File: src/rtl/fft_frame_sequencer.sv
// fft_frame_sequencer
//   Feeds real-valued samples into a streaming FFT core in frames of a
//   run-time selectable length. A one-deep holding register decouples the
//   sample source from core back-pressure; samples arriving while the hold
//   register is occupied and not draining are dropped and flagged. The
//   number of frames handed to the core but not yet seen on its output is
//   tracked and input is throttled at MAX_INFLIGHT.
//
// Ports
//   clk, reset_n     clock, synchronous active-low reset
//   start, stop      run control pulses; continuous selects back-to-back frames
//   pts_cfg          requested frame length (power of two, 8..1024)
//   sample_in/valid  incoming real samples
//   sink_ready       core can accept input
//   source_eop       core finished emitting a frame
//   sink_*           core input stream (imag tied to 0)
//   fftpts           frame length latched at start
//   busy             not IDLE
//   frame_done       one-cycle pulse per source_eop
//   overrun          sticky dropped-sample flag
//   cfg_err          one-cycle pulse when start is rejected
module fft_frame_sequencer #(
  parameter int DATA_W       = 14,
  parameter int PTS_W        = 11,
  parameter int MAX_INFLIGHT = 2
) (
  input  logic              clk,
  input  logic              reset_n,
  input  logic              start,
  input  logic              stop,
  input  logic              continuous,
  input  logic [PTS_W-1:0]  pts_cfg,
  input  logic [DATA_W-1:0] sample_in,
  input  logic              sample_valid,
  input  logic              sink_ready,
  input  logic              source_eop,
  output logic              sink_valid,
  output logic              sink_sop,
  output logic              sink_eop,
  output logic [DATA_W-1:0] sink_real,
  output logic [DATA_W-1:0] sink_imag,
  output logic [PTS_W-1:0]  fftpts,
  output logic              busy,
  output logic              frame_done,
  output logic              overrun,
  output logic              cfg_err
);

  localparam int INF_W = $clog2(MAX_INFLIGHT + 1);
  localparam logic [PTS_W-1:0] PTS_MIN = PTS_W'(8);
  localparam logic [PTS_W-1:0] PTS_MAX = PTS_W'(1024);

  typedef enum logic [1:0] {IDLE, STREAM, DRAIN} state_t;

  state_t             state;
  logic [PTS_W-1:0]   count;
  logic [INF_W-1:0]   inflight;
  logic               hold_v;
  logic [DATA_W-1:0]  hold_d;
  logic               stop_pending;

  logic transfer, is_last, pts_ok, inf_inc, inf_dec, keep_running;

  // Power of two within range: exactly one bit set and bounds respected.
  assign pts_ok = (pts_cfg >= PTS_MIN) && (pts_cfg <= PTS_MAX) &&
                  ((pts_cfg & (pts_cfg - PTS_W'(1))) == '0);

  assign is_last    = (count == fftpts - PTS_W'(1));
  assign sink_valid = hold_v && (state == STREAM) &&
                      (inflight < INF_W'(MAX_INFLIGHT));
  assign transfer   = sink_valid && sink_ready;
  assign sink_sop   = sink_valid && (count == '0);
  assign sink_eop   = sink_valid && is_last;
  assign sink_real  = hold_d;
  assign sink_imag  = '0;
  assign busy       = (state != IDLE);

  assign inf_inc = transfer && is_last;
  // An output end-of-frame with nothing outstanding is spurious; ignore it.
  assign inf_dec = source_eop && (inflight != '0);

  // A stop arriving with the last sample still ends the run at that frame.
  assign keep_running = continuous && !stop_pending && !stop;

  always_ff @(posedge clk) begin
    if (!reset_n) begin
      state        <= IDLE;
      count        <= '0;
      inflight     <= '0;
      hold_v       <= 1'b0;
      hold_d       <= '0;
      stop_pending <= 1'b0;
      overrun      <= 1'b0;
      cfg_err      <= 1'b0;
      frame_done   <= 1'b0;
      fftpts       <= '0;
    end else begin
      cfg_err    <= 1'b0;
      frame_done <= source_eop;

      if (inf_inc && !inf_dec)
        inflight <= inflight + INF_W'(1);
      else if (!inf_inc && inf_dec)
        inflight <= inflight - INF_W'(1);

      case (state)
        IDLE: begin
          hold_v       <= 1'b0;
          stop_pending <= 1'b0;
          if (start) begin
            if (pts_ok) begin
              fftpts  <= pts_cfg;
              overrun <= 1'b0;
              count   <= '0;
              state   <= STREAM;
            end else begin
              cfg_err <= 1'b1;
            end
          end
        end

        STREAM: begin
          if (stop)
            stop_pending <= 1'b1;

          // Hold register refills in the same cycle it drains.
          if (sample_valid && (!hold_v || transfer)) begin
            hold_v <= 1'b1;
            hold_d <= sample_in;
          end else begin
            if (transfer)
              hold_v <= 1'b0;
            if (sample_valid)
              overrun <= 1'b1;
          end

          if (transfer) begin
            if (is_last) begin
              count <= '0;
              if (!keep_running) begin
                // Anything captured behind the final sample is discarded.
                hold_v <= 1'b0;
                state  <= DRAIN;
              end
            end else begin
              count <= count + PTS_W'(1);
            end
          end
        end

        DRAIN: begin
          hold_v <= 1'b0;
          if (inflight == '0) begin
            state        <= IDLE;
            stop_pending <= 1'b0;
          end
        end

        default: state <= IDLE;
      endcase
    end
  end

endmodule

File: config.mk
export PLATFORM = sky130hd
export DESIGN_NAME = fft_frame_sequencer
export DESIGN_NICKNAME = d
export VERILOG_FILES = /design/src/rtl/fft_frame_sequencer.sv
export SDC_FILE = /design/constraint.sdc
export NUM_CORES = 1
export LEC_CHECK = 0
export BUFFER_PORTS_ARGS = -buffer_cell sky130_fd_sc_hd__buf_2
export CORE_MARGIN = 2
export CORE_UTILIZATION = 53
export CTS_BUF_LIST = sky130_fd_sc_hd__clkbuf_8
export DETAILED_ROUTE_END_ITERATION = 7
export GPL_ROUTABILITY_DRIVEN = 0
export HOLD_SLACK_MARGIN = 0.05
export PLACE_DENSITY = 0.79
export SYNTH_ARGS = -nofsm -noshare
export SYNTH_HDL_FRONTEND = slang
export SYNTH_SLANG_ARGS = --single-unit
File: constraint.sdc
create_clock -name clk -period 3 [get_ports clk]
set_input_delay 0.6 -clock clk [delete_from_list [all_inputs] [get_ports clk]]
set_output_delay 0.6 -clock clk [all_outputs]
set_load 0.02 [all_outputs]
== Word level (Yosys, flattened, before mapping) ==
Index checks and enable logic that the tools add are counted.
Storage, ports and cells
  bits of input ports: 33
  register bits after elaboration: 45
Cells by class
  reduce and logical (&&, ||, !) cells: 38
  multiplexer cells: 29
  equal/unequal tests: 12
  bitwise operators: 1
  $lt $le $gt $ge: 3
  add/subtract/negate cells: 5
Operators with widths (number)
  $mux W11: 4
  $logic_not A11 Y1: 2
  $pmux W11 S2: 1
  $sub A11 B1 Y11 const B: 2
  $ne A2 B2 Y1 const B: 9
  $mux W2: 8
  $logic_and A1 B1 Y1: 14
  $mux W1: 12
  $add A11 B1 Y11 const B: 1
  $and A11 B11 Y11: 1
  $eq A11 B11 Y1: 1
  $ge A11 B4 Y1 const B: 1
  $le A11 B11 Y1 const B: 1
  $reduce_bool A2 Y1: 5
  $reduce_and A3 Y1: 3
  $pmux W2 S3: 1
  $reduce_and A6 Y1: 1
  $logic_not A1 Y1: 5
  $reduce_and A5 Y1: 1
  $logic_not A2 Y1: 2
  $pmux W1 S2: 2
  $reduce_and A4 Y1: 1
  $pmux W1 S3: 1
  $reduce_bool A3 Y1: 1
  8 further kinds: 8

== Logic depth before layout (Yosys ltp) ==
  word-level depth: 11
  depth in mapped cells: 13
  depth with buffers taken out: 13

== Worst setup path after synthesis ==
OpenSTA, ideal clock, no wires.
  kind: input port to flip-flop
  start point: in pts_cfg[3]
  end point: reg count[8]
  path slack: 403 ps
  arrival: 2475 ps
  stages on the path: 8
  cells stage by stage: or3_4 > or2_0 > a211oi_1 > nor2b_1 > o31a_1 > and2_4 > buf_6 > a221o_1
On the way
  cells in the longest elaborated chain, start to end: 6
  elaborated cells between the ends (all ways): 9
RTL lines
  start: declaration: line 32  | input logic [PTS_W-1:0] pts_cfg,
  $sub A11 B1 Y11: line 66  | ((pts_cfg & (pts_cfg - PTS_W'(1))) == '0);
  $and A11 B11 Y11: line 66
  $logic_not A11 Y1: line 66
  $logic_and A1 B1 Y1 *: line 65  | assign pts_ok = (pts_cfg >= PTS_MIN) && (pts_cfg <= PTS_MAX) &&
  $ne A2 B2 Y1 (no line) *
  $reduce_and A4 Y1 (no line) *
  end signal: assignment: line 146  | count <= count + PTS_W'(1);
  end: declaration: line 56  | logic [PTS_W-1:0] count;
Every way passes the cells marked *; elsewhere a longest branch is shown, timed or not.
A chain may end at the register's enable or synchronous reset.

== Final worst setup path ==
  start point: reg fftpts[0]
  end point: out sink_eop
On the way
  cells in the longest elaborated chain, start to end: 3
RTL lines
  start: declaration: line 42  | output logic [PTS_W-1:0] fftpts,
  start signal: assignment: line 112  | fftpts <= pts_cfg;
  $sub A11 B1 Y11: line 68  | assign is_last = (count == fftpts - PTS_W'(1));
  $eq A11 B11 Y1: line 68
  $logic_and A1 B1 Y1: line 73  | assign sink_eop = sink_valid && is_last;
  end: declaration: line 39  | output logic sink_eop,
No other way between the ends.

==> run_results.csv <==
group,metric,value,unit
outcome,status,"completed",
synthesis,synthTopCellsByArea,"dfxtp_1, nand2_1, buf_4",
detailed_routing,drc,0,
worst_setup_path,end_kind,"primary output",
worst_setup_path,critPathKind,"reg -> out",
worst_setup_path,crit_slowest_cell,"dfxtp_1",
synthesis,synth_edf_count,0,
sta,period_needed,2.836,ns
clock_tree,h-tree-depth,2,
clock_tree,cts_resized,0,
clock_tree,worstSkewPairLatency,0.30,ns
synthesis,synth.most_common_cell,"dfxtp_1",
power,leakagePower,1.314,nW
worst_setup_path,critical-path-top-delay-family,"simple AND/OR/NAND/NOR gates",
sta,tns,0,ns
worst_setup_path,startpoint,"fftpts[0]",
final_layout,area_delta_synth_final,16.94,%
worst_setup_path,crit_required,2.40,ns
detailed_routing,drt-initial-drc-count,88,
worst_setup_path,endpoint,"sink_eop",
sta,timing_hold_violations_final,0,
sta,setup_viol,0,
global_routing,grt_pass1_vias,2142,
clock_tree,cts_tree,"built",
global_routing,grt_max_degree,18,
synthesis,synth_top_area_frac,0.3545,
sta,skew,0.008393,ns
placed_design,hpwl,4339,um
clock_tree,clock_path_buffers,2,
synthesis,ys.flop_type,"dfxtp_1",
sta,fmax,352.6,MHz
worst_setup_path,worstPathArrival,2.24,ns
synthesis,synth_area,2541,sq um
synthesis,ys_ff_latch,45,
final_layout,final_util,0.6376,
die,start_util,0.5452,
global_routing,grt_use_total,0.2313,
worst_setup_path,r2r_setup_slack,0.35,ns
die,fp.dieH,73.25,um
synthesis,syn_avg_cell_area,8.119,sq um
die,die_area,5365,sq um
power,clockPowerShare,0.369,
clock_tree,cts_setup_buffers,0,
clock_tree,clkTransAtPathRegs,0.10,ns
sta,post-route-period-util,0.9455,
power,switchingPower,0.2764,mW
clock_tree,cts_hold_buf,0,
synthesis,ys_top_cells_by_count,"dfxtp_1, nand2_1, nor2_1, a21oi_1, nor3_1",
clock_tree,clock_sinks,45,
final_layout,design_area,2972,sq um
die,core,4661,sq um
final_layout,layout-drive-gt1-share,0.2407,
global_routing,grt_pass1_wl,9680,um
clock_tree,root_buffer,"clkbuf_8",
worst_setup_path,worst_setup_path_start_kind,"register",
synthesis,yosys.area.top_type,"dfxtp_1",
worst_setup_path,cp.depth,9,
die,io-pin-count,79,
detailed_routing,wl_per_cell,13.38,um
power,power_frac_comb,0.071,
sta,drv_slew,0,
detailed_routing,wirelength,5779,um
worst_setup_path,reg2regPathDepth,12,
worst_setup_path,r2r_start,"fftpts[0]",
sta,tightest_slew,0.5855,ns
sta,finalWorstSetupSlack,0.1636,ns
synthesis,async_reset_ff_frac,0,
synthesis,synth_cell_types,50,
worst_setup_path,crit_buf_inv,2,
worst_setup_path,r2r_end,"inflight[1]",
run,max_cap_viol_count,0,
synthesis,synth_cells,313,
final_layout,antenna_cells,0,
global_routing,grt_overflow,0,
die,rows,25,
worst_setup_path,cp_max_fo,6,
detailed_routing,drt_pre_antenna_iters,4,
placed_design,numPortBuffers,64,
synthesis,ys.warnings.count,0,
die,die_width,73.25,um
final_layout,num-nets-final,414,
synthesis,synth_seq_area_share,0.3545,
placed_design,place_ws,0.2394,ns
detailed_routing,post_drt_via_cell_ratio,5.537,
global_routing,antenna_found_initial,0,
power,power_density,360.5,nW/um^2
placed_design,place_area,2873,sq um
hold_path,hp-class,"reg -> reg",
power,p_seq_frac,0.559,
worst_setup_path,max_stage_delay,0.43,ns
power,sw_frac_of_total,0.2580,
clock_tree,numCtsBuffers,5,
detailed_routing,drt.antenna.violating_nets,0,
sta,rsz0062_at_grt,"no",
worst_setup_path,cp_cell_sequence,"inv_1 -> ha_1 -> and2_1 -> a21oi_1 -> nand2_1 -> a32oi_1 -> nor2_1 -> and4_1 -> buf_2",
power,finalPower,1.071,mW
sta,maxSlewHeadroom,0.6088,
power,internal_power,0.7950,mW
detailed_routing,vias,2392,
power,irDropWorstVdd,0.3631,mV
[tightest hold or removal path: cells and delay by family, from the launching register on]
| family | cells | cell delay (ns) |
|---|---|---|
| flip-flops | 1 | 0.32 |
| AND/OR/NAND/NOR | 1 | 0.05 |
| AO/OA/AOI/OAI | 1 | 0.05 |
[through the flow]
stage,hold WS [ns],instances
global route,0.4827,432
detailed placement,0.4440,424
CTS,0.4577,432
finish,0.4547,432
global placement,0.4388,424
floorplan,0.4662,326
[kinds of logic after synthesis]
| kind of cell | Yosys count | synth area share |
|---|---|---|
| AO/OA/AOI/OAI | 52 | 0.1467 |
| other | 1 | 0.001476 |
| flip-flops | 45 | 0.3545 |
| multiplexers | 9 | 0.03594 |
| AND/OR/NAND/NOR | 150 | 0.3048 |
| buffers and inverters | 35 | 0.07730 |
| adder cells (fa/ha/maj) | 6 | 0.02757 |
| XOR/XNOR | 15 | 0.05170 |
[cell usage in the layout, fill, tap and decap left out, types with 2 or more instances in the layout]
master / instances
dfxtp_1: 45
nor3b_1: 2
inv_6: 2
inv_1: 7
conb_1: 14
nor4_1: 3
nand3_1: 15
o21a_1: 2
nor3_1: 16
nor2_1: 30
a211oi_1: 3
buf_4: 8
mux2i_1: 8
a221o_1: 9
xor2_1: 7
nand2b_1: 2
ha_1: 4
nor3_2: 2
xnor2_1: 8
or3_1: 2
o21ai_0: 6
nand2_1: 42
maj3_1: 2
nor2b_1: 13
and3_1: 5
nand4_1: 4
and2_1: 2
a21oi_1: 21
clkbuf_8: 5
buf_2: 64
nor4b_1: 2
a211o_1: 3
[layer usage]
metal	wire, um	track usage	part of all wire
met5	0	0	0
met1	2660	0.2971	0.46
met3	317	0.06492	0.055
met2	2741	0.3794	0.47
met4	59	0.06379	0.010
[how the worst min path moves through the flow]
stage	startpoint	end	slack, ns	cells after the start
global route	sink_real[8]	sink_real[8]	0.48	2
detailed placement	sink_real[8]	sink_real[8]	0.44	2
CTS	sink_real[8]	sink_real[8]	0.46	2
floorplan	stop_pending	stop_pending	0.47	2
finish	sink_real[9]	sink_real[9]	0.45	2
global placement	sink_real[11]	sink_real[11]	0.44	2
[power groups by stage]
stage          Sequential [mW]  Combinational, mW  Clock (mW)
6_report                 0.599             0.0765       0.395
5_1_grt                  0.600             0.0850       0.430
4_1_cts                  0.599             0.0760       0.403
3_5_place_dp             0.613             0.0755           0
3_3_place_gp             0.613             0.0752           0
2_1_floorplan            0.615             0.0559           0
[state kept, by name, indices dropped and copies added, names as in the netlist]
| name | cells |
|---|---|
| cfg_err | 1 |
| count | 11 |
| fftpts | 11 |
| frame_done | 1 |
| hold_v | 1 |
| inflight | 2 |
| overrun | 1 |
| sink_real | 14 |
| state | 2 |
| stop_pending | 1 |
[final cells by class]
class / count / area, sq um
well taps: 54 / 67.56
flip-flops and latches: 45 / 900.9
fillers: 412 / 1689
multi-input cells: 246 / 1503
inverters: 7 / 26.28
clock buffers: 5 / 68.82
clock inverters: 3 / 25.02
repair buffers: 72 / 380.4
(Power assumes the default switching activity.)
